$ cat src/rtl/shift_by_reg_sequencer_if.sv
// Request/response bundle between the datapath control unit and the
// shift-by-register sequencer.
interface shift_by_reg_sequencer_if #(
    parameter int DATA_W = 32,
    parameter int AMT_W  = 8
);
    logic              start;
    logic              flush;
    logic [1:0]        shift_type;
    logic [AMT_W-1:0]  amount;
    logic [DATA_W-1:0] rm;
    logic              c_in;
    logic [DATA_W-1:0] result;
    logic              shift_cout;
    logic              busy;
    logic              done;

    modport master (
        output start, flush, shift_type, amount, rm, c_in,
        input  result, shift_cout, busy, done
    );

    modport slave (
        input  start, flush, shift_type, amount, rm, c_in,
        output result, shift_cout, busy, done
    );
endinterface

$ cat src/rtl/shift_by_reg_sequencer.sv
// Multi-cycle "shift by register" operand generator: shifts Rm by Rs[7:0]
// one bit per cycle and returns the shifter operand and carry-out.
module shift_by_reg_sequencer #(
    parameter int DATA_W = 32,
    parameter int AMT_W  = 8
) (
    input  logic                     clk,
    input  logic                     reset_n,
    shift_by_reg_sequencer_if.slave  bus
);
    localparam int CNT_W = $clog2(DATA_W + 2);
    localparam int ROT_W = $clog2(DATA_W);

    typedef enum logic [1:0] {
        SH_LSL = 2'b00,
        SH_LSR = 2'b01,
        SH_ASR = 2'b10,
        SH_ROR = 2'b11
    } shift_t;

    typedef enum logic [1:0] {
        IDLE  = 2'b00,
        SHIFT = 2'b01,
        DONE  = 2'b10
    } state_t;

    state_t            state;
    state_t            state_next;
    shift_t            type_q;
    logic [CNT_W-1:0]  count;
    logic [CNT_W-1:0]  k_start;
    logic [DATA_W-1:0] result_q;
    logic              cout_q;
    logic              load;
    logic              step;

    // LSL/LSR saturate one past the width so the final step clears the carry;
    // ROR by a nonzero multiple of the width still does a full rotation.
    function automatic logic [CNT_W-1:0] eff_count(input shift_t t,
                                                   input logic [AMT_W-1:0] a);
        logic [CNT_W-1:0] k;
        logic [ROT_W-1:0] low;
        k   = '0;
        low = a[ROT_W-1:0];
        if (a != '0) begin
            case (t)
                SH_LSL, SH_LSR:
                    k = (a > AMT_W'(DATA_W + 1)) ? CNT_W'(DATA_W + 1) : CNT_W'(a);
                SH_ASR:
                    k = (a > AMT_W'(DATA_W)) ? CNT_W'(DATA_W) : CNT_W'(a);
                default:
                    k = (low == '0) ? CNT_W'(DATA_W) : CNT_W'(low);
            endcase
        end
        return k;
    endfunction

    // One-bit shift; returns {carry_out, shifted_value}.
    function automatic logic [DATA_W:0] shift_step(input shift_t t,
                                                   input logic [DATA_W-1:0] r);
        logic signed [DATA_W-1:0] s;
        logic [DATA_W-1:0]        asr;
        logic [DATA_W:0]          res;
        s   = signed'(r);
        asr = s >>> 1;
        case (t)
            SH_LSL:  res = {r[DATA_W-1], r[DATA_W-2:0], 1'b0};
            SH_LSR:  res = {r[0], 1'b0, r[DATA_W-1:1]};
            SH_ASR:  res = {r[0], asr};
            default: res = {r[0], r[0], r[DATA_W-1:1]};
        endcase
        return res;
    endfunction

    assign k_start = eff_count(shift_t'(bus.shift_type), bus.amount);

    always_ff @(posedge clk or negedge reset_n) begin
        if (!reset_n) begin
            state <= IDLE;
        end else begin
            state <= state_next;
        end
    end

    always_comb begin
        state_next = state;
        load       = 1'b0;
        step       = 1'b0;
        case (state)
            IDLE: begin
                if (bus.start && !bus.flush) begin
                    load       = 1'b1;
                    state_next = (k_start == '0) ? DONE : SHIFT;
                end
            end
            SHIFT: begin
                if (bus.flush) begin
                    state_next = IDLE;
                end else begin
                    step = 1'b1;
                    if (count == CNT_W'(1)) begin
                        state_next = DONE;
                    end
                end
            end
            DONE:    state_next = IDLE;
            default: state_next = IDLE;
        endcase
    end

    always_ff @(posedge clk or negedge reset_n) begin
        if (!reset_n) begin
            type_q   <= SH_LSL;
            count    <= '0;
            result_q <= '0;
            cout_q   <= 1'b0;
        end else if (load) begin
            type_q   <= shift_t'(bus.shift_type);
            count    <= k_start;
            result_q <= bus.rm;
            cout_q   <= bus.c_in;
        end else if (step) begin
            {cout_q, result_q} <= shift_step(type_q, result_q);
            count              <= count - CNT_W'(1);
        end
    end

    assign bus.result     = result_q;
    assign bus.shift_cout = cout_q;
    assign bus.busy       = (state != IDLE);
    assign bus.done       = (state == DONE);
endmodule

$ cat src/flat_wrapper.sv
// flat-port wrapper written by rule: the top's interface ports become plain ports
module shift_by_reg_sequencer_flat 
#(
    parameter int DATA_W = 32,
    parameter int AMT_W  = 8
)
  (clk, reset_n, bus_start, bus_flush, bus_shift_type, bus_amount, bus_rm, bus_c_in, bus_result, bus_shift_cout, bus_busy, bus_done);
  shift_by_reg_sequencer_if #(.DATA_W(DATA_W), .AMT_W(AMT_W)) bus_i ();
  input  logic clk;
  input  logic reset_n;
  input wire logic [$bits(bus_i.start)-1:0] bus_start;
  input wire logic [$bits(bus_i.flush)-1:0] bus_flush;
  input wire logic [$bits(bus_i.shift_type)-1:0] bus_shift_type;
  input wire logic [$bits(bus_i.amount)-1:0] bus_amount;
  input wire logic [$bits(bus_i.rm)-1:0] bus_rm;
  input wire logic [$bits(bus_i.c_in)-1:0] bus_c_in;
  output wire logic [$bits(bus_i.result)-1:0] bus_result;
  output wire logic [$bits(bus_i.shift_cout)-1:0] bus_shift_cout;
  output wire logic [$bits(bus_i.busy)-1:0] bus_busy;
  output wire logic [$bits(bus_i.done)-1:0] bus_done;
  assign bus_i.start = bus_start;
  assign bus_i.flush = bus_flush;
  assign bus_i.shift_type = bus_shift_type;
  assign bus_i.amount = bus_amount;
  assign bus_i.rm = bus_rm;
  assign bus_i.c_in = bus_c_in;
  assign bus_result = bus_i.result;
  assign bus_shift_cout = bus_i.shift_cout;
  assign bus_busy = bus_i.busy;
  assign bus_done = bus_i.done;
  shift_by_reg_sequencer #(.DATA_W(DATA_W), .AMT_W(AMT_W)) u_core (.clk(clk), .reset_n(reset_n), .bus(bus_i));
endmodule
$ cat config.mk
export PLATFORM = sky130hd
export DESIGN_NAME = shift_by_reg_sequencer_flat
export DESIGN_NICKNAME = d
export VERILOG_FILES = /design/src/rtl/shift_by_reg_sequencer_if.sv /design/src/rtl/shift_by_reg_sequencer.sv /design/src/flat_wrapper.sv
export SDC_FILE = /design/constraint.sdc
export NUM_CORES = 1
export LEC_CHECK = 0
export ABC_AREA = 1
export CORE_MARGIN = 2
export CORE_UTILIZATION = 45
export CTS_CLUSTER_SIZE = 10
export DETAILED_ROUTE_END_ITERATION = 8
export GPL_ROUTABILITY_DRIVEN = 0
export HOLD_SLACK_MARGIN = 0.06
export PLACE_DENSITY = 0.8
export SLEW_MARGIN = 40
export SYNTH_ARGS = -nofsm -noshare
export SYNTH_HDL_FRONTEND = slang
export SYNTH_SLANG_ARGS = --single-unit
$ cat constraint.sdc
create_clock -name clk -period 3.18 [get_ports clk]
set_input_delay 0.318 -clock clk [delete_from_list [all_inputs] [get_ports clk]]
set_output_delay 0.318 -clock clk [all_outputs]
set_load 0.05 [all_outputs]
# Word level (Yosys, flattened, before mapping)

Index checks and enable logic that the tools add are counted.

Word-level logic and storage cells: 53
Register bits: 43
Input port bits: 47
Output and inout port bits: 35

Mux-type cells: 21
Reduce and logical (&&, ||, !) cells: 13
$add $sub $neg: 1
Order comparisons: 2
Equal/unequal tests: 10

Operators by type and width:

| cell                | count |
|---|---|
| $pmux 33 s3         | 1 |
| $mux 32             | 2 |
| $mux 6              | 6 |
| $gt 8x6->1 const B  | 2 |
| $pmux 6 s2          | 1 |
| $mux 2              | 4 |
| $reduce_bool 8->1   | 1 |
| $eq 2x1->1 const B  | 3 |
| $eq 2x2->1 const B  | 3 |
| $eq 6x1->1 const B  | 1 |
| $logic_not 2->1     | 3 |
| $logic_not 6->1     | 1 |
| $mux 1              | 6 |
| $sub 6x1->6 const B | 1 |
| $logic_not 5->1     | 1 |
| $ne 2x1->1 const B  | 2 |
| $pmux 2 s2          | 1 |
| $reduce_and 2->1    | 2 |
| $reduce_bool 2->1   | 2 |
| $ne 3x2->1 const B  | 1 |
| $reduce_or 2->1     | 1 |
| $logic_and 1x1->1   | 1 |
| $logic_not 1->1     | 1 |

# Logic depth before layout (Yosys ltp)

Gate-level depths: netlist of the first run.

Word-level depth: 8
Mapped depth: 9
Mapped depth without buffers: 8

# Worst setup path after synthesis of the first run

No wires, ideal clock.

Path type: reg-to-output
From: reg u_core.state[1]
To: out bus_done
Buffers on the path: 0
Stages on the path, launching flop included: 3
Data required time: 2.862 ns
Arrival time: 1.075 ns
Slack: 1.787 ns
Cells stage by stage: dfrtp_1 -> inv_1 -> nor2_1

Word-level cells in the longest chain between the ends: 1

RTL lines:

| what                   | RTL line                      | text |
|---|---|---|
| start, declared        | shift_by_reg_sequencer.sv:27  | `state_t state;` |
| start signal, assigned | shift_by_reg_sequencer.sv:81  | `state <= state_next;` |
| $eq 2x2->1             | shift_by_reg_sequencer.sv:131 | `assign bus.done = (state == DONE);` |
| end, declared          | flat_wrapper.sv:20            | `output wire logic [$bits(bus_i.done)-1:0] bus_done;` |

No other way between the ends.

# Worst setup path after layout of the first run

From: in bus_flush
To: reg u_core.result_q[31], in the netlist u_core.bus.result[31]

Word-level cells in the longest chain between the ends: 6
Elaborated cells between the ends (all ways): 10
Classes of those cells: eq/ne (1); mux (5); reduce/logical (4)

RTL lines:

| what                                                             | RTL line                      | text |
|---|---|---|
| start, declared                                                  | flat_wrapper.sv:12            | `input wire logic [$bits(bus_i.flush)-1:0] bus_flush;` |
| $logic_not 1->1                                                  | shift_by_reg_sequencer.sv:91  | `if (bus.start && !bus.flush) begin` |
| $logic_and 1x1->1                                                | shift_by_reg_sequencer.sv:91  |  |
| $mux 1                                                           | shift_by_reg_sequencer.sv:91  |  |
| $mux 1                                                           | shift_by_reg_sequencer.sv:89  | `case (state)` |
| $ne 2x1->1 (no source line) or $reduce_bool 2->1 (tied branches) | n/a                           |  |
| $reduce_and 2->1 (no source line)                                | n/a                           |  |
| end signal, assigned                                             | shift_by_reg_sequencer.sv:120 | `result_q <= bus.rm;` |
| end signal, assigned                                             | shift_by_reg_sequencer.sv:123 | `{cout_q, result_q} <= shift_step(type_q, result_q);` |
| end, declared                                                    | shift_by_reg_sequencer.sv:32  | `logic [DATA_W-1:0] result_q;` |

Parallel ways exist; a longest one is shown, timed or not.
A chain may end at the register's enable or synchronous reset.

==> impl_metrics.py, run 1 <==
metrics = {
    "outcome": {
        "status": "complete, no violations",
    },
    "floorplan": {
        "start_util": 0.474,
        "core_sq_um": 5570,
        "num_rows": 27,
        "die_area_sq_um": 6500,
        "die_h_um": 80.6,
        "die_w_um": 80.6,
        "io_pins": 82,
    },
    "synth": {
        "synth-seq-cells": 43,
        "avgSynthCellArea_sq_um": 7.24,
        "synth_largest_area_cell": "dfrtp_1",
        "async_reset_ff_frac": 1.00,
        "ys_warn_count": 0,
        "synth_cell_type_count": 29,
        "ys_top_cells_by_area": "dfrtp_1, nand2_1, o21ai_0, o22ai_1, inv_1",
        "ys_seq_area_frac": 0.407,
        "syn_nets": 414,
        "postSynthCellCount": 365,
        "netlist_area_sq_um": 2640,
        "synthFlopType": "dfrtp_1",
        "synth_top_area_frac": 0.407,
        "synth-edff-count": 0,
    },
    "route": {
        "drt-pass1-iter-count": 4,
        "ant_nets": 0,
        "routed_wl_um": 6730,
        "drt_iter0_drc": 201,
        "route.detailed.drc": 0,
        "wl_per_cell_um": 13.3,
        "vias": 2729,
        "via_per_inst": 5.40,
    },
    "power": {
        "p_leak_nw": 1.60,
        "p_per_area_nw_per_um2": 1040,
        "ir_worst_vdd_mv": 0.511,
        "p_sw_w": 0.00188,
        "netSwitchingFraction": 0.519,
        "power.share.clock": 0.088,
        "p_comb_frac": 0.646,
        "pwr-share-seq": 0.266,
        "internal-power_w": 0.00175,
    },
    "clocking": {
        "cts_made_buffers": 5,
        "clk_path_buf_depth": 2,
        "cts_setup_buffers": 0,
        "cts-root-buf": "clkbuf_8",
        "clkTransAtPathRegs_ps": 80,
        "insertion_delay_ps": 290,
        "h-tree-depth": 2,
        "clock_sinks": 43,
        "cts_resized": 0,
        "tritoncts": "built",
    },
    "placement": {
        "portBuffers": 81,
        "dp_hpwl_um": 4590,
        "placement.setup.worst_slack_ps": 879,
        "post-place-cells": 498,
        "placed_cell_area_sq_um": 3410,
    },
    "cells_and_area": {
        "nets": 483,
        "nFillCells": 499,
        "drive_gt1_frac": 0.0462,
        "diodes": 0,
        "stdcell_area_sq_um": 3490,
        "areaGrowthSynthToFinish_pct": 32.3,
        "finalNonFillerCells": 505,
    },
    "timing": {
        "setup_viol": 0,
        "clock.fmax_ghz": 0.491,
        "worst_slack_ps": 1140,
        "drv_slew": 0,
        "min_period_ps": 2040,
        "post-route-period-util": 0.640,
        "finalHoldWorstSlack_ps": 540,
        "slew_headroom": 0.569,
        "hold_viol": 0,
        "timing.setup.tns_ps": 0,
        "worst_pin_slew_ps": 645,
        "clock_skew_ps": 3.42,
        "rsz0062_at_grt": "false",
    },
    "min_path": {
        "hold_class": "flip-flop to flip-flop",
    },
    "setup_path": {
        "worstPathMaxFanout": 43,
        "crit_path_start_kind": "input pin",
        "arrival_ps": 2260,
        "path_class": "input pin to flip-flop",
        "cp.required_ps": 3400,
        "crit_path_end_kind": "flip-flop",
    },
    "global_routing": {
        "antenna_found_initial": 0,
        "track_usage": 0.214,
        "grt_pass1_vias": 2425,
        "grt_start_max_net_pins": 68,
        "grt_pass1_wl_um": 11000,
        "grt_overflow": 0,
    },
    "run": {
        "drv_cap": 0,
    },
}
==> worst paths after layout <==
check | start | to | slack [ps] | cells past startpoint
max | bus_flush | u_core.bus.result[31] | 1140 | 8
min | u_core.count[3] | u_core.count[3] | 540 | 2
max reg2reg | u_core.state[0] | u_core.bus.result[31] | 1290 | 7
min reg2reg | u_core.count[3] | u_core.count[3] | 540 | 2
max in group asynchronous | reset_n | u_core.type_q[0] | 2250 | 2
min in group asynchronous | reset_n | u_core.bus.result[4] | 550 | 2
==> logic make-up (layout without fill, tap and decap cells) <==
logic type / Yosys count / count (layout) / share of synthesized area
compound gates: 120 / 120 / 0.250
xor+xnor: 2 / 2 / 0.00663
fa+ha+maj: 2 / 2 / 0.00947
buf+inv: 75 / 143 / 0.128
flops: 43 / 43 / 0.407
simple gates: 123 / 123 / 0.198
==> power by group through the flow <==
stage	Clock [W]	Sequential [W]	Combinational, W
2_1_floorplan	0	0.00168	0.000962
3_5_place_dp	0	0.000976	0.00232
4_1_cts	0.000331	0.000965	0.00233
6_report	0.000321	0.000966	0.00235
5_1_grt	0.000356	0.00101	0.00253
3_3_place_gp	0	0.000963	0.00229
==> Yosys cell counts (4+ instances only) <==
library cell,n
nand3_1,9
inv_1,49
buf_4,6
dfrtp_1,43
nor2_1,16
a21oi_1,35
o22ai_1,30
buf_2,9
o21ai_0,42
nand2_1,86
o211ai_1,5
o21ai_1,4
inv_2,5
==> cell type report <==
type                            instances  area [sq um]  area share
Multi-Input combinational cell        247          1230       0.351
Tap cell                               72          90.1      0.0258
Clock buffer                            6          72.6      0.0208
Inverter                               54           203      0.0580
Sequential cell                        43          1080       0.308
Timing Repair Buffer                   83           826       0.236
==> critical path, stage by stage <==
cell and delay (ps):
clkdlybuf4s50_1 480, nor2_2 200, nand2_4 260, inv_2 580, nand2_1 130, nand2_1 110, nor2_1 50, a21oi_1 110
==> routing by layer <==
layer | up-vias | track usage | share of wire
met5 | - | 0 | 0
met4 | 0 | 0.0508 | 0.0094
met3 | 8 | 0.0551 | 0.099
met2 | 126 | 0.336 | 0.45
met1 | 1251 | 0.295 | 0.44
li1 | 1344 | - | -
==> registers in the layout, indices dropped and copies added (netlist names) <==
| signal | cells |
|---|---|
| u_core.count | 6 |
| u_core.bus.result | 32 |
| u_core.type_q | 2 |
| u_core.state | 2 |
| u_core.bus.shift_cout | 1 |
==> what timing repair did <==
action	4_1_cts	5_1_grt
endpoints found under the hold margin	43	0
setup endpoints to repair	0	0
hold buffers	1	0
==> cells in the final DEF (no fill, tap or decap), drive strengths merged <==
cell type,synthesis,layout
nand2,89,89
clkdlybuf4s50,0,80
inv,54,54
o21ai,46,46
dfrtp,43,43
a21oi,36,36
o22ai,30,30
nor2,19,19
nand3,9,9
clkbuf,3,6
o211ai,5,5
nor3,2,2
a21boi,2,2
xor2,2,2
ha,2,2
buf,18,2
nand4,1,1
or2,1,1
nor3b,1,1
nand3b,1,1
a31oi,1,1
dlygate4sd3,0,1
==> metrics by stage <==
stage               utilization  total power (W)
CTS                       0.627          0.00363
global route              0.627          0.00390
detailed placement        0.612          0.00330
finish                    0.627          0.00363
floorplan                     -          0.00264
global placement          0.611          0.00325
Power figures use the tool's default switching activity.
==> run 2: changes to the inputs <==
--- a/config.mk
+++ b/config.mk
@@ -7,12 +7,12 @@
 export LEC_CHECK = 0
 export ABC_AREA = 1
 export CORE_MARGIN = 2
-export CORE_UTILIZATION = 45
+export CORE_UTILIZATION = 42
 export CTS_CLUSTER_SIZE = 10
 export DETAILED_ROUTE_END_ITERATION = 8
 export GPL_ROUTABILITY_DRIVEN = 0
 export HOLD_SLACK_MARGIN = 0.06
-export PLACE_DENSITY = 0.8
+export PLACE_DENSITY = 0.78
 export SLEW_MARGIN = 40
 export SYNTH_ARGS = -nofsm -noshare
 export SYNTH_HDL_FRONTEND = slang
==> constraint.sdc (replaced) <==
create_clock -name clk -period 1.8 [get_ports clk]
set_input_delay 0.18 -clock clk [delete_from_list [all_inputs] [get_ports clk]]
set_output_delay 0.18 -clock clk [all_outputs]
set_load 0.05 [all_outputs]
==> impl_metrics.py, run 2 (synthesized netlist as in run 1, its figures left out) <==
metrics = {
    "cells_and_area": {
        "areaGrowthSynthToFinish_pct": 35.7,
        "drive_gt1_frac": 0.0745,
        "diodes": 0,
        "layout_common_cells": "nand2_1, clkdlybuf4s50_1, inv_1",
        "nets": 491,
        "largest_register_ffs": 32,
        "final_common_cell": "nand2_1",
    },
    "floorplan": {
        "die_h_um": 83.3,
        "core_sq_um": 5990,
        "io_pins": 82,
        "num_rows": 28,
        "start_util": 0.441,
        "die_w_um": 83.3,
        "die_area_sq_um": 6940,
    },
    "route": {
        "wl_met1_um": 2970,
        "route.detailed.drc": 0,
        "via_per_inst": 5.25,
        "wl_met3_um": 414,
        "drt_iter0_drc": 155,
        "wl_per_cell_um": 13.0,
        "drt-pass1-iter-count": 4,
        "routed_wl_um": 6730,
        "ant_nets": 0,
        "wl_met2_um": 3280,
        "maxUsedRoutingLayer": "met4",
        "vias": 2717,
    },
    "timing": {
        "slew_headroom": 0.573,
        "post-route-period-util": 0.926,
        "worst_slack_ps": 134,
        "worst_pin_slew_ps": 640,
        "setup_viol": 0,
        "clock_skew_ps": 7.23,
        "drv_slew": 0,
        "min_period_ps": 1670,
        "rsz0062_at_grt": "false",
        "timing.setup.tns_ps": 0,
        "clock.fmax_ghz": 0.600,
        "hold_viol": 0,
    },
    "clocking": {
        "cts_resized": 0,
        "insertion_delay_ps": 300,
        "clkTransAtPathRegs_ps": 80,
        "clock_sinks": 43,
        "h-tree-depth": 2,
        "cts_setup_buffers": 0,
        "clk_path_buf_depth": 2,
        "cts_made_buffers": 5,
        "tritoncts": "built",
        "cts-root-buf": "clkbuf_8",
    },
    "setup_path": {
        "cpLargestDelayFamily": "buffers and inverters",
        "path_class": "flip-flop to primary output",
        "slowest_stage": "clkdlybuf4s50_1",
        "cp.required_ps": 1620,
        "crit_path_start_kind": "flip-flop",
        "path_buf_inv": 1,
        "crit_path_end_kind": "primary output",
        "cp_cell_sequence": "clkdlybuf4s50_1",
        "arrival_ps": 1490,
        "worstPathMaxFanout": 2,
        "cpPeakStageDelay_ps": 810,
    },
    "power": {
        "p_leak_nw": 1.65,
        "ir_worst_vdd_mv": 1.00,
        "power_w": 0.00651,
        "p_per_area_nw_per_um2": 1820,
    },
    "placement": {
        "dp_hpwl_um": 4840,
        "placement.setup.worst_slack_ps": 146,
        "portBuffers": 81,
    },
    "global_routing": {
        "grt_pass1_vias": 2503,
        "antenna_found_initial": 0,
        "grt_overflow": 0,
        "grt_start_max_net_pins": 34,
        "grt_pass1_wl_um": 11400,
        "track_usage": 0.198,
    },
    "outcome": {
        "status": "complete, no violations",
    },
    "min_path": {
        "hold_class": "input pin to asynchronous set/reset pin",
    },
    "run": {
        "drv_cap": 0,
    },
}
==> run 2: area by class of cell <==
type,count,area [sq um]
clock buffer,6,72.6
clock inverter,2,12.5
fill,548,2410
inverter,54,203
multi-input combinational,247,1230
sequential,43,1080
tap,75,93.8
timing repair buffer,91,901
==> run 2: report_power, final <==
part           switching (W)  internal (W)  total (W)  leakage [nW]
registers           0.000294       0.00142    0.00171         0.527
clock network       0.000339      0.000271   0.000611        0.0412
logic                0.00273       0.00147    0.00420          1.08
total                0.00336       0.00315    0.00651          1.65
==> run 2: what timing repair did <==
| action | CTS | global route |
|---|---|---|
| endpoints found under the setup margin | 0 | 0 |
| hold endpoints to repair | 27 | 0 |
| hold buffers | 1 | 0 |
==> run 2: worst paths after layout <==
check                                       from                     to  slack [ps]  depth (start not counted)
max reg2reg                     u_core.type_q[0]  u_core.bus.shift_cout         350                          6
min                                      reset_n       u_core.type_q[1]         440                          2
max in group asynchronous                reset_n   u_core.bus.result[5]         700                          3
min reg2reg                     u_core.type_q[1]       u_core.type_q[1]         540                          2
max                        u_core.bus.shift_cout         bus_shift_cout         130                          1
min in group clk                        bus_c_in  u_core.bus.shift_cout         450                          3
==> run 2: per-layer routing <==
| metal | global-route usage | vias up |
|---|---|---|
| li1 | - | 1358 |
| met1 | 0.261 | 1266 |
| met2 | 0.331 | 87 |
| met3 | 0.0457 | 6 |
| met5 | 0 | - |
| met4 | 0.0477 | 0 |
==> run 2: metrics by stage <==
| stage | cells | utilization | cell area (sq um) | hold WS (ps) |
|---|---|---|---|---|
| 2_1_floorplan | 365 | - | 2640 | -116 |
| 3_3_place_gp | 509 | 0.582 | 3490 | 243 |
| 3_5_place_dp | 509 | 0.582 | 3490 | 238 |
| 4_1_cts | 518 | 0.598 | 3580 | 451 |
| 5_1_grt | 518 | 0.598 | 3580 | 511 |
| 6_report | 518 | 0.598 | 3580 | 437 |
